### config.mk
export PLATFORM = sky130hd
export DESIGN_NAME = lpc_frame_loader
export DESIGN_NICKNAME = d
export VERILOG_FILES = /design/src/rtl/lpc_frame_loader.sv
export SDC_FILE = /design/constraint.sdc
export NUM_CORES = 1
export LEC_CHECK = 0
export CAP_MARGIN = 25
export CORE_ASPECT_RATIO = 1.4
export CORE_MARGIN = 2
export CORE_UTILIZATION = 45
export DETAILED_ROUTE_END_ITERATION = 8
export PLACE_DENSITY = 0.68
export SLEW_MARGIN = 20
export SYNTH_ARGS = -nofsm -noshare
export SYNTH_HDL_FRONTEND = slang
export SYNTH_SLANG_ARGS = --single-unit
### constraint.sdc
create_clock -name clk -period 4.4 [get_ports clk]
set_clock_uncertainty 0.05 [all_clocks]
set_input_delay 1.1 -clock clk [delete_from_list [all_inputs] [get_ports clk]]
set_output_delay 1.1 -clock clk [all_outputs]
set_load 0.01 [all_outputs]
### src/rtl/lpc_frame_loader.sv
// rtl/lpc_frame_loader.sv - LPC frame shadow loader with per-boundary swap and underrun detection
module lpc_frame_loader #(
   parameter int NCOEF = 11,
   parameter int DW    = 16
) (
   input  logic                 clk,
   input  logic                 rst,
   input  logic                 in_valid,
   input  logic [DW-1:0]        in_data,
   output logic                 in_ready,
   input  logic [DW-1:0]        lpcrate,
   input  logic                 sample_tick,
   output logic                 start,
   output logic                 stop,
   output logic                 voiced,
   output logic [DW-1:0]        pulserate,
   output logic signed [DW-1:0] A0,
   output logic signed [DW-1:0] A1,
   output logic signed [DW-1:0] A2,
   output logic signed [DW-1:0] A3,
   output logic signed [DW-1:0] A4,
   output logic signed [DW-1:0] A5,
   output logic signed [DW-1:0] A6,
   output logic signed [DW-1:0] A7,
   output logic signed [DW-1:0] A8,
   output logic signed [DW-1:0] A9,
   output logic signed [DW-1:0] A10,
   output logic                 underrun,
   output logic [DW-1:0]        frame_count
);

   localparam int NWORDS = NCOEF + 2;
   localparam int IW     = $clog2(NWORDS);

   typedef enum logic {S_IDLE, S_RUN} state_t;

   state_t          r_state, w_state_nxt;
   logic [IW-1:0]   r_wr_idx;
   logic            r_sh_full;
   logic            r_sh_voiced;
   logic [DW-1:0]   r_sh_pulserate;
   logic [DW-1:0]   r_sh_a [NCOEF];
   logic            r_act_voiced;
   logic [DW-1:0]   r_act_pulserate;
   logic [DW-1:0]   r_act_a [NCOEF];
   logic [DW-1:0]   r_count;
   logic [DW-1:0]   r_frame_count;
   logic            r_start, r_stop, r_underrun;

   logic            w_accept;
   logic            w_last_word;
   logic [DW-1:0]   w_rate_m1;
   logic            w_boundary;
   logic            w_swap, w_start, w_stop, w_cnt_clr, w_cnt_inc;

   assign w_accept    = in_valid && !r_sh_full;
   assign w_last_word = (r_wr_idx == IW'(NWORDS - 1));
   // lpcrate of 0 behaves as 1; >= lets a shrunk rate force the next tick to a boundary
   assign w_rate_m1   = (lpcrate == '0) ? '0 : lpcrate - DW'(1);
   assign w_boundary  = (r_count >= w_rate_m1);

   always_ff @(posedge clk or negedge rst) begin
      if (!rst) r_state <= S_IDLE;
      else      r_state <= w_state_nxt;
   end

   always_comb begin
      w_state_nxt = r_state;
      w_swap      = 1'b0;
      w_start     = 1'b0;
      w_stop      = 1'b0;
      w_cnt_clr   = 1'b0;
      w_cnt_inc   = 1'b0;
      case (r_state)
         S_IDLE: begin
            if (r_sh_full) begin
               w_swap      = 1'b1;
               w_start     = 1'b1;
               w_cnt_clr   = 1'b1;
               w_state_nxt = S_RUN;
            end
         end
         S_RUN: begin
            if (sample_tick) begin
               if (w_boundary) begin
                  w_cnt_clr = 1'b1;
                  if (r_sh_full) begin
                     w_swap = 1'b1;
                  end else begin
                     w_stop      = 1'b1;
                     w_state_nxt = S_IDLE;
                  end
               end else begin
                  w_cnt_inc = 1'b1;
               end
            end
         end
         default: w_state_nxt = S_IDLE;
      endcase
   end

   // Shadow side: accept never coincides with swap, since accept needs !full and swap needs full
   always_ff @(posedge clk or negedge rst) begin
      if (!rst) begin
         r_wr_idx       <= '0;
         r_sh_full      <= 1'b0;
         r_sh_voiced    <= 1'b0;
         r_sh_pulserate <= '0;
         for (int k = 0; k < NCOEF; k++) r_sh_a[k] <= '0;
      end else begin
         if (w_swap) r_sh_full <= 1'b0;
         if (w_accept) begin
            if (r_wr_idx == IW'(0)) r_sh_voiced    <= in_data[0];
            if (r_wr_idx == IW'(1)) r_sh_pulserate <= in_data;
            for (int k = 0; k < NCOEF; k++)
               if (r_wr_idx == IW'(k + 2)) r_sh_a[k] <= in_data;
            if (w_last_word) begin
               r_wr_idx  <= '0;
               r_sh_full <= 1'b1;
            end else begin
               r_wr_idx  <= r_wr_idx + IW'(1);
            end
         end
      end
   end

   always_ff @(posedge clk or negedge rst) begin
      if (!rst) begin
         r_act_voiced    <= 1'b0;
         r_act_pulserate <= '0;
         for (int k = 0; k < NCOEF; k++) r_act_a[k] <= '0;
         r_count         <= '0;
         r_frame_count   <= '0;
         r_start         <= 1'b0;
         r_stop          <= 1'b0;
         r_underrun      <= 1'b0;
      end else begin
         r_start    <= w_start;
         r_stop     <= w_stop;
         r_underrun <= w_stop;
         if (w_cnt_clr)      r_count <= '0;
         else if (w_cnt_inc) r_count <= r_count + DW'(1);
         if (w_swap) begin
            r_act_voiced    <= r_sh_voiced;
            r_act_pulserate <= r_sh_pulserate;
            for (int k = 0; k < NCOEF; k++) r_act_a[k] <= r_sh_a[k];
            r_frame_count   <= r_frame_count + DW'(1);
         end
      end
   end

   assign in_ready    = !r_sh_full;
   assign start       = r_start;
   assign stop        = r_stop;
   assign underrun    = r_underrun;
   assign voiced      = r_act_voiced;
   assign pulserate   = r_act_pulserate;
   assign frame_count = r_frame_count;
   assign A0  = r_act_a[0];
   assign A1  = r_act_a[1];
   assign A2  = r_act_a[2];
   assign A3  = r_act_a[3];
   assign A4  = r_act_a[4];
   assign A5  = r_act_a[5];
   assign A6  = r_act_a[6];
   assign A7  = r_act_a[7];
   assign A8  = r_act_a[8];
   assign A9  = r_act_a[9];
   assign A10 = r_act_a[10];

endmodule

==> results of run 1 <==
worst reg2reg max path, stage by stage, from the launching register on:
cell and delay, ps:
dfrtp_1 410, inv_1 90, ha_4 240, nand2b_4 140, a2111oi_4 370, o32ai_2 140, o21a_2 230, a21oi_4 280
buf_4 190, buf_16 140, buf_4 150, mux2_2 330
final cells by class:
cell class	count	area share (%)
Clock inverter	15	0.832
Sequential cell	426	46.0
Tap cell	522	2.82
Inverter	15	0.243
Antenna cell	1	0.0108
Timing Repair Buffer	337	15.9
Multi-Input combinational cell	631	29.0
Clock buffer	57	5.22
power by group through the flow:
| stage | registers, mW | clock network (mW) | logic [mW] |
|---|---|---|---|
| final | 5.36 | 3.67 | 1.59 |
| after global routing | 5.46 | 3.92 | 1.75 |
| after CTS | 5.34 | 3.76 | 1.60 |
| after detailed placement | 5.41 | 0 | 1.58 |
| after global placement | 5.37 | 0 | 1.52 |
| after floorplan | 5.22 | 0 | 1.19 |
state kept, by name, indices dropped and copies added (netlist names), 4 cells and up:
signal          count
A0                 16
A1                 16
A10                16
A2                 16
A3                 16
A4                 16
A5                 16
A6                 16
A7                 16
A8                 16
A9                 16
frame_count        16
pulserate          16
r_count            16
r_sh_a            176
r_sh_pulserate     16
r_wr_idx            4
through the flow:
stage	cell area, sq um	hold WS (ps)
after floorplan	17600	402
after global placement	20900	410
after detailed placement	20900	419
after CTS	22700	431
after global routing	23200	451
final	23200	433
layout by cell type (no fill, tap or decap), types with 3 or more instances in the layout:
| master | n |
|---|---|
| nand4_1 | 4 |
| dfrtp_1 | 426 |
| o21ai_0 | 5 |
| a211oi_1 | 3 |
| clkinv_4 | 3 |
| nor3_1 | 3 |
| clkinv_2 | 6 |
| bufinv_16 | 4 |
| a2111oi_4 | 5 |
| nor2b_1 | 3 |
| buf_6 | 5 |
| clkbuf_1 | 6 |
| buf_4 | 53 |
| mux2_1 | 11 |
| ha_4 | 5 |
| a21oi_1 | 4 |
| xor2_1 | 22 |
| mux2_4 | 112 |
| clkdlybuf4s50_1 | 237 |
| nor2_1 | 29 |
| mux2_2 | 264 |
| nand2_1 | 51 |
| and3_1 | 4 |
| clkbuf_8 | 8 |
| xnor2_1 | 20 |
| buf_16 | 11 |
| clkbuf_16 | 51 |
| buf_12 | 11 |
| nand3_1 | 11 |
| clkbuf_2 | 3 |
| o211ai_1 | 5 |
| a2111oi_2 | 3 |
| ha_1 | 19 |
| inv_1 | 15 |
| o31ai_1 | 3 |
| and4_1 | 3 |
| dlymetal6s2s_1 | 7 |
Yosys cell counts, drive strengths merged, types with 4 or more instances:
master and number:
and4 4, o21ai 6, xnor2 21, o211ai 5, a2111oi 10, nor2 31
nand4 4, nor3 5, nand2 53, buf 37, xor2 22, and3 4
ha 24, dfrtp 426, nand2b 4, mux2 387, inv 15, a21oi 7
clkbuf 23, nand3 12
routing by layer:
layer	wire length [um]	vias up	share of wire, %	global-route usage (%)
met5	0	-	0	0
met1	19000	5483	43	28.1
met4	1060	0	2.4	6.37
met2	22000	239	51	36.4
li1	-	4617	-	-
met3	1580	58	3.6	2.96
worst paths after layout:
check                                  end  cells after the start
max                                 A10[8]                     16
min                        frame_count[15]                      1
max reg2reg                         A10[8]                     11
min reg2reg                frame_count[15]                      1
max in group asynchronous            A5[5]                      2
min in group asynchronous           A1[13]                      1
cell families after synthesis:
kind of cell | after synthesis | synth area share (%)
buf+inv | 75 | 2.50
simple gates | 131 | 3.53
xor+xnor | 43 | 2.15
fa+ha+maj | 24 | 1.71
compound gates | 46 | 2.35
mux | 387 | 27.0
flops | 426 | 60.8
what timing repair did:
item,4_1_cts,5_1_grt
gates cloned,7,9
hold buffers,0,0
pin swaps,0,18
resized for setup,20,60
setup endpoints to repair,206,207
buffers inserted,3,11
==> impl_metrics.json, run 1 <==
{
  "clkSlewWorstSetupHoldPaths_ps": 60,
  "critPathBufInv": 4,
  "synthCells": 1132,
  "seqPwrFrac_pct": 50.5,
  "ys_types": 51,
  "avgViaCountPerCell": 5.19,
  "cts_num_sinks": 426,
  "wl_per_cell_um": 21.8,
  "slew_viol_final": 0,
  "clockBufferDepth": 3,
  "synthTopCellsByArea": "dfrtp_1 61%, mux2_2 18%, mux2_4 8.6%, ha_1 1.7%, nand2_1 1.1%",
  "dp_hpwl_mm": 27.6,
  "initial_core_util_pct": 45.6,
  "cp_cell_sequence": "clkbuf_2 -> or3_4 -> nor3_4 -> nand2_1 -> or4_4 -> and2_4 -> ha_4 -> nand2b_4 -> a2111oi_4 -> o32ai_2 -> o21a_2 -> a21oi_4 -> buf_4 -> buf_16 -> buf_4 -> mux2_2",
  "rsz0062_at_grt": "true",
  "leakage_nw": 11.2,
  "p_comb_share_pct": 15.0,
  "die_w_um": 171,
  "maxCapViolCount": 0,
  "yosys.area.top_type": "dfrtp_1",
  "end_kind": "flop",
  "coreArea_sq_um": 38500,
  "crit_type": "primary input to flop",
  "relSlewSlack_pct": 32.2,
  "syn_area_per_cell_sq_um": 15.5,
  "synth-edff-count": 0,
  "critical-path-top-delay-family": "simple AND/OR/NAND/NOR gates",
  "synthFlopType": "dfrtp_1",
  "clock.fmax_mhz": 227,
  "multi_input_comb_area_sq_um": 6710,
  "cts_buffers": 41,
  "drt_iter0_drc": 490,
  "max_slew.worst_pin.slew_ps": 1010,
  "timing.final.crit_share_pct": 100,
  "num_vias": 10400,
  "crit_start": "lpcrate[2]",
  "hold_violations": 0,
  "ios": 249,
  "cts_root_buf": "clkbuf_16",
  "intPower_mw": 7.94,
  "antenna_left": 0,
  "synth_seq_area_share_pct": 60.8,
  "port_buffers": 248,
  "grt_pass1_vias": 10900,
  "clock_latency_ps": 550,
  "syn-num-nets": 1192,
  "critical_path.startpoint_type": "primary input",
  "min_period_ps": 4400,
  "synth_top_area_share_pct": 60.8,
  "htree_levels": 2,
  "p_total_mw": 10.6,
  "fin_tns_setup_ps": 0,
  "drt-total-wl_mm": 43.6,
  "grt_max_degree": 97,
  "fin_util_pct": 60.2,
  "powerDensity_nw_per_um2": 458,
  "grt_first_pass_wirelength_mm": 65.4,
  "cp.required_ps": 4770,
  "drive_gt1_share_pct": 38.6,
  "yosysWarnings": 0,
  "async_flop_share_pct": 100,
  "cp_max_fo": 7,
  "layout.nets": 1512,
  "p_switching_mw": 2.67,
  "vdd_drop_max_mv": 0.311,
  "slowest_stage": "or4_4",
  "hp-start": "frame_count[15]",
  "switching_share_pct": 25.2,
  "die-area_sq_um": 40600,
  "track_usage_pct": 21.2,
  "synth-seq-cells": 426,
  "pre_cts_ws_ps": -866,
  "rows": 85,
  "seq_area_sq_um": 10700,
  "hp-class": "flop to flop",
  "dr.pass1.iters": 5,
  "instances_no_fill": 2004,
  "crit-reg2reg-launch": "r_count[0]",
  "netlist_area_sq_um": 17500,
  "setup_ws_ps": 1.20,
  "fill_cells": 2976,
  "dp_cells": 1903,
  "drc_errors": 0,
  "worstPathArrival_ps": 4760,
  "antenna_found_initial": 1,
  "crit_path_max_incr_delay_ps": 570,
  "rrSetupSlack_ps": 1510,
  "gp_congestion": 0.836,
  "grt_overflow": 0,
  "final-setup-viol-count": 0,
  "cts_tree": "yes",
  "status": "completed",
  "fp.dieH_um": 238,
  "clkPwrFrac_pct": 34.6,
  "area_delta_synth_final_pct": 32.1,
  "cpMostUsedCell": "buf_4"
}
Note: power is estimated with default switching activity, not from simulation.
==> inputs of run 2 (changes only) <==
--- a/config.mk
+++ b/config.mk
@@ -7,7 +7,6 @@
 export LEC_CHECK = 0
 export CAP_MARGIN = 25
 export CORE_ASPECT_RATIO = 1.4
-export CORE_MARGIN = 2
 export CORE_UTILIZATION = 45
 export DETAILED_ROUTE_END_ITERATION = 8
 export PLACE_DENSITY = 0.68
==> impl_metrics.json, run 2 (synthesis gave the netlist of run 1 again) <==
{
  "port_buffers": 248,
  "drc_errors": 0,
  "grt_pass1_vias": 11000,
  "clock_latency_ps": 530,
  "coreArea_sq_um": 38400,
  "p_comb_share_pct": 15.1,
  "avgViaCountPerCell": 5.16,
  "intPower_mw": 7.99,
  "rows": 85,
  "cts_root_buf": "clkbuf_16",
  "wl_per_cell_um": 21.4,
  "dp_hpwl_mm": 27.6,
  "fp.dieH_um": 236,
  "clockBufferDepth": 3,
  "fin_util_pct": 60.2,
  "seqPwrFrac_pct": 50.4,
  "ios": 249,
  "end_kind": "flop",
  "drt_iter0_drc": 432,
  "die_w_um": 169,
  "track_usage_pct": 21.8,
  "fill_cells": 2952,
  "cts_hold_buf": 0,
  "timing.final.crit_share_pct": 97.9,
  "layout.nets": 1510,
  "critical_path.startpoint_type": "primary input",
  "worstPathArrival_ps": 4670,
  "grt_first_pass_wirelength_mm": 65.8,
  "hold_violations": 0,
  "use_met2_pct": 37.6,
  "p_total_mw": 10.6,
  "final-setup-viol-count": 0,
  "leakage_nw": 11.2,
  "final_common_cell": "dfrtp_1",
  "cp.required_ps": 4770,
  "drt-total-wl_mm": 42.8,
  "final_cell_mix": "426 x dfrtp_1, 254 x mux2_2, 239 x clkdlybuf4s50_1",
  "num_vias": 10300,
  "hp-class": "flop to flop",
  "antenna_found_initial": 2,
  "top_register": "r_sh_a",
  "largest_register_ffs": 176,
  "min_period_ps": 4310,
  "clock.fmax_mhz": 232,
  "gp_congestion": 0.816,
  "grt_max_degree": 88,
  "die-area_sq_um": 39800,
  "grt_overflow": 0,
  "clkSlewWorstSetupHoldPaths_ps": 60,
  "antenna_left": 0,
  "status": "completed",
  "powerDensity_nw_per_um2": 457,
  "met1_usage_pct": 28.8,
  "busiest_layer": "met2",
  "dr.pass1.iters": 4,
  "max_slew.worst_pin.slew_ps": 928,
  "relSlewSlack_pct": 38.0,
  "initial_core_util_pct": 45.7,
  "cts_buffers": 40,
  "met3_usage_pct": 2.72,
  "htree_levels": 2,
  "cts_tree": "yes",
  "area_delta_synth_final_pct": 31.8,
  "cts_num_sinks": 426,
  "crit_type": "primary input to flop",
  "vdd_drop_max_mv": 0.281,
  "maxCapViolCount": 0,
  "rsz0062_at_grt": "true",
  "clkPwrFrac_pct": 34.4,
  "switching_share_pct": 24.5,
  "p_switching_mw": 2.59,
  "cp_max_fo": 8,
  "slew_viol_final": 0,
  "drive_gt1_share_pct": 38.1
}
[run 2: power by group through the flow]
stage | clock [mW] | combinational [mW] | sequential (mW)
6_report | 3.64 | 1.60 | 5.33
3_3_place_gp | 0 | 1.53 | 5.34
3_5_place_dp | 0 | 1.60 | 5.39
5_1_grt | 3.87 | 1.76 | 5.44
4_1_cts | 3.72 | 1.62 | 5.32
2_1_floorplan | 0 | 1.19 | 5.22
[run 2: final cells by class]
cell class                 instances  area [sq um]  area share, %
antenna                            1          2.50         0.0108
clock buffer                      52          1120           4.83
clock inverter                    16           259           1.12
inverter                          15          56.3          0.244
multi-input combinational        631          6680           28.9
sequential                       426         10700           46.1
tap                              522           653           2.83
timing repair buffer             336          3690           16.0
[run 2: final timing paths]
| path | slack, ps | from | cells past startpoint | to |
|---|---|---|---|---|
| max in group asynchronous | 2780 | rst | 3 | A9[5] |
| min in group asynchronous | 520 | rst | 1 | r_sh_a[155] |
| min | 420 | frame_count[15] | 1 | frame_count[15] |
| max reg2reg | 1570 | r_count[0] | 11 | A1[0] |
| min reg2reg | 420 | frame_count[15] | 1 | frame_count[15] |
| max | 90 | lpcrate[4] | 16 | A1[0] |
[run 2: through the flow]
stage                     hold WS, ps  TNS, ps  cells  setup WS [ps]  instance area [sq um]
final                             423        0   1999           92.1                  23100
after global routing              434    -1780   1998          -36.0                  23100
after CTS                         425        0   1989           13.0                  22800
after detailed placement          416  -174640   1905           -857                  20900
after global placement            408  -166700   1905           -818                  20900
after floorplan                   402   -38690   1132           -217                  17600
[run 2: timing repair]
action                                 4_1_cts  5_1_grt
pin swaps                                    8       14
setup endpoints to repair                  206      203
gates resized for setup                     66       26
gates cloned                                 6        6
endpoints found under the hold margin        0        0
setup buffers                               11        4
[run 2: metal layers]
layer / vias up / wire, um
met5: - / 0
met4: 0 / 936
met3: 55 / 1410
met2: 211 / 22200
met1: 5462 / 18300
li1: 4595 / -
[run 2: worst max-delay path, stage by stage]
cell and delay, ps:
buf_6 90, or3_4 390, nor3_4 210, nand2_1 70, or4_4 530, and2_4 160
ha_4 200, nand2b_4 140, a2111oi_4 380, o32ai_2 150, o21a_2 250, a21oi_4 140
buf_12 190, buf_12 160, clkbuf_16 170, mux2_2 330
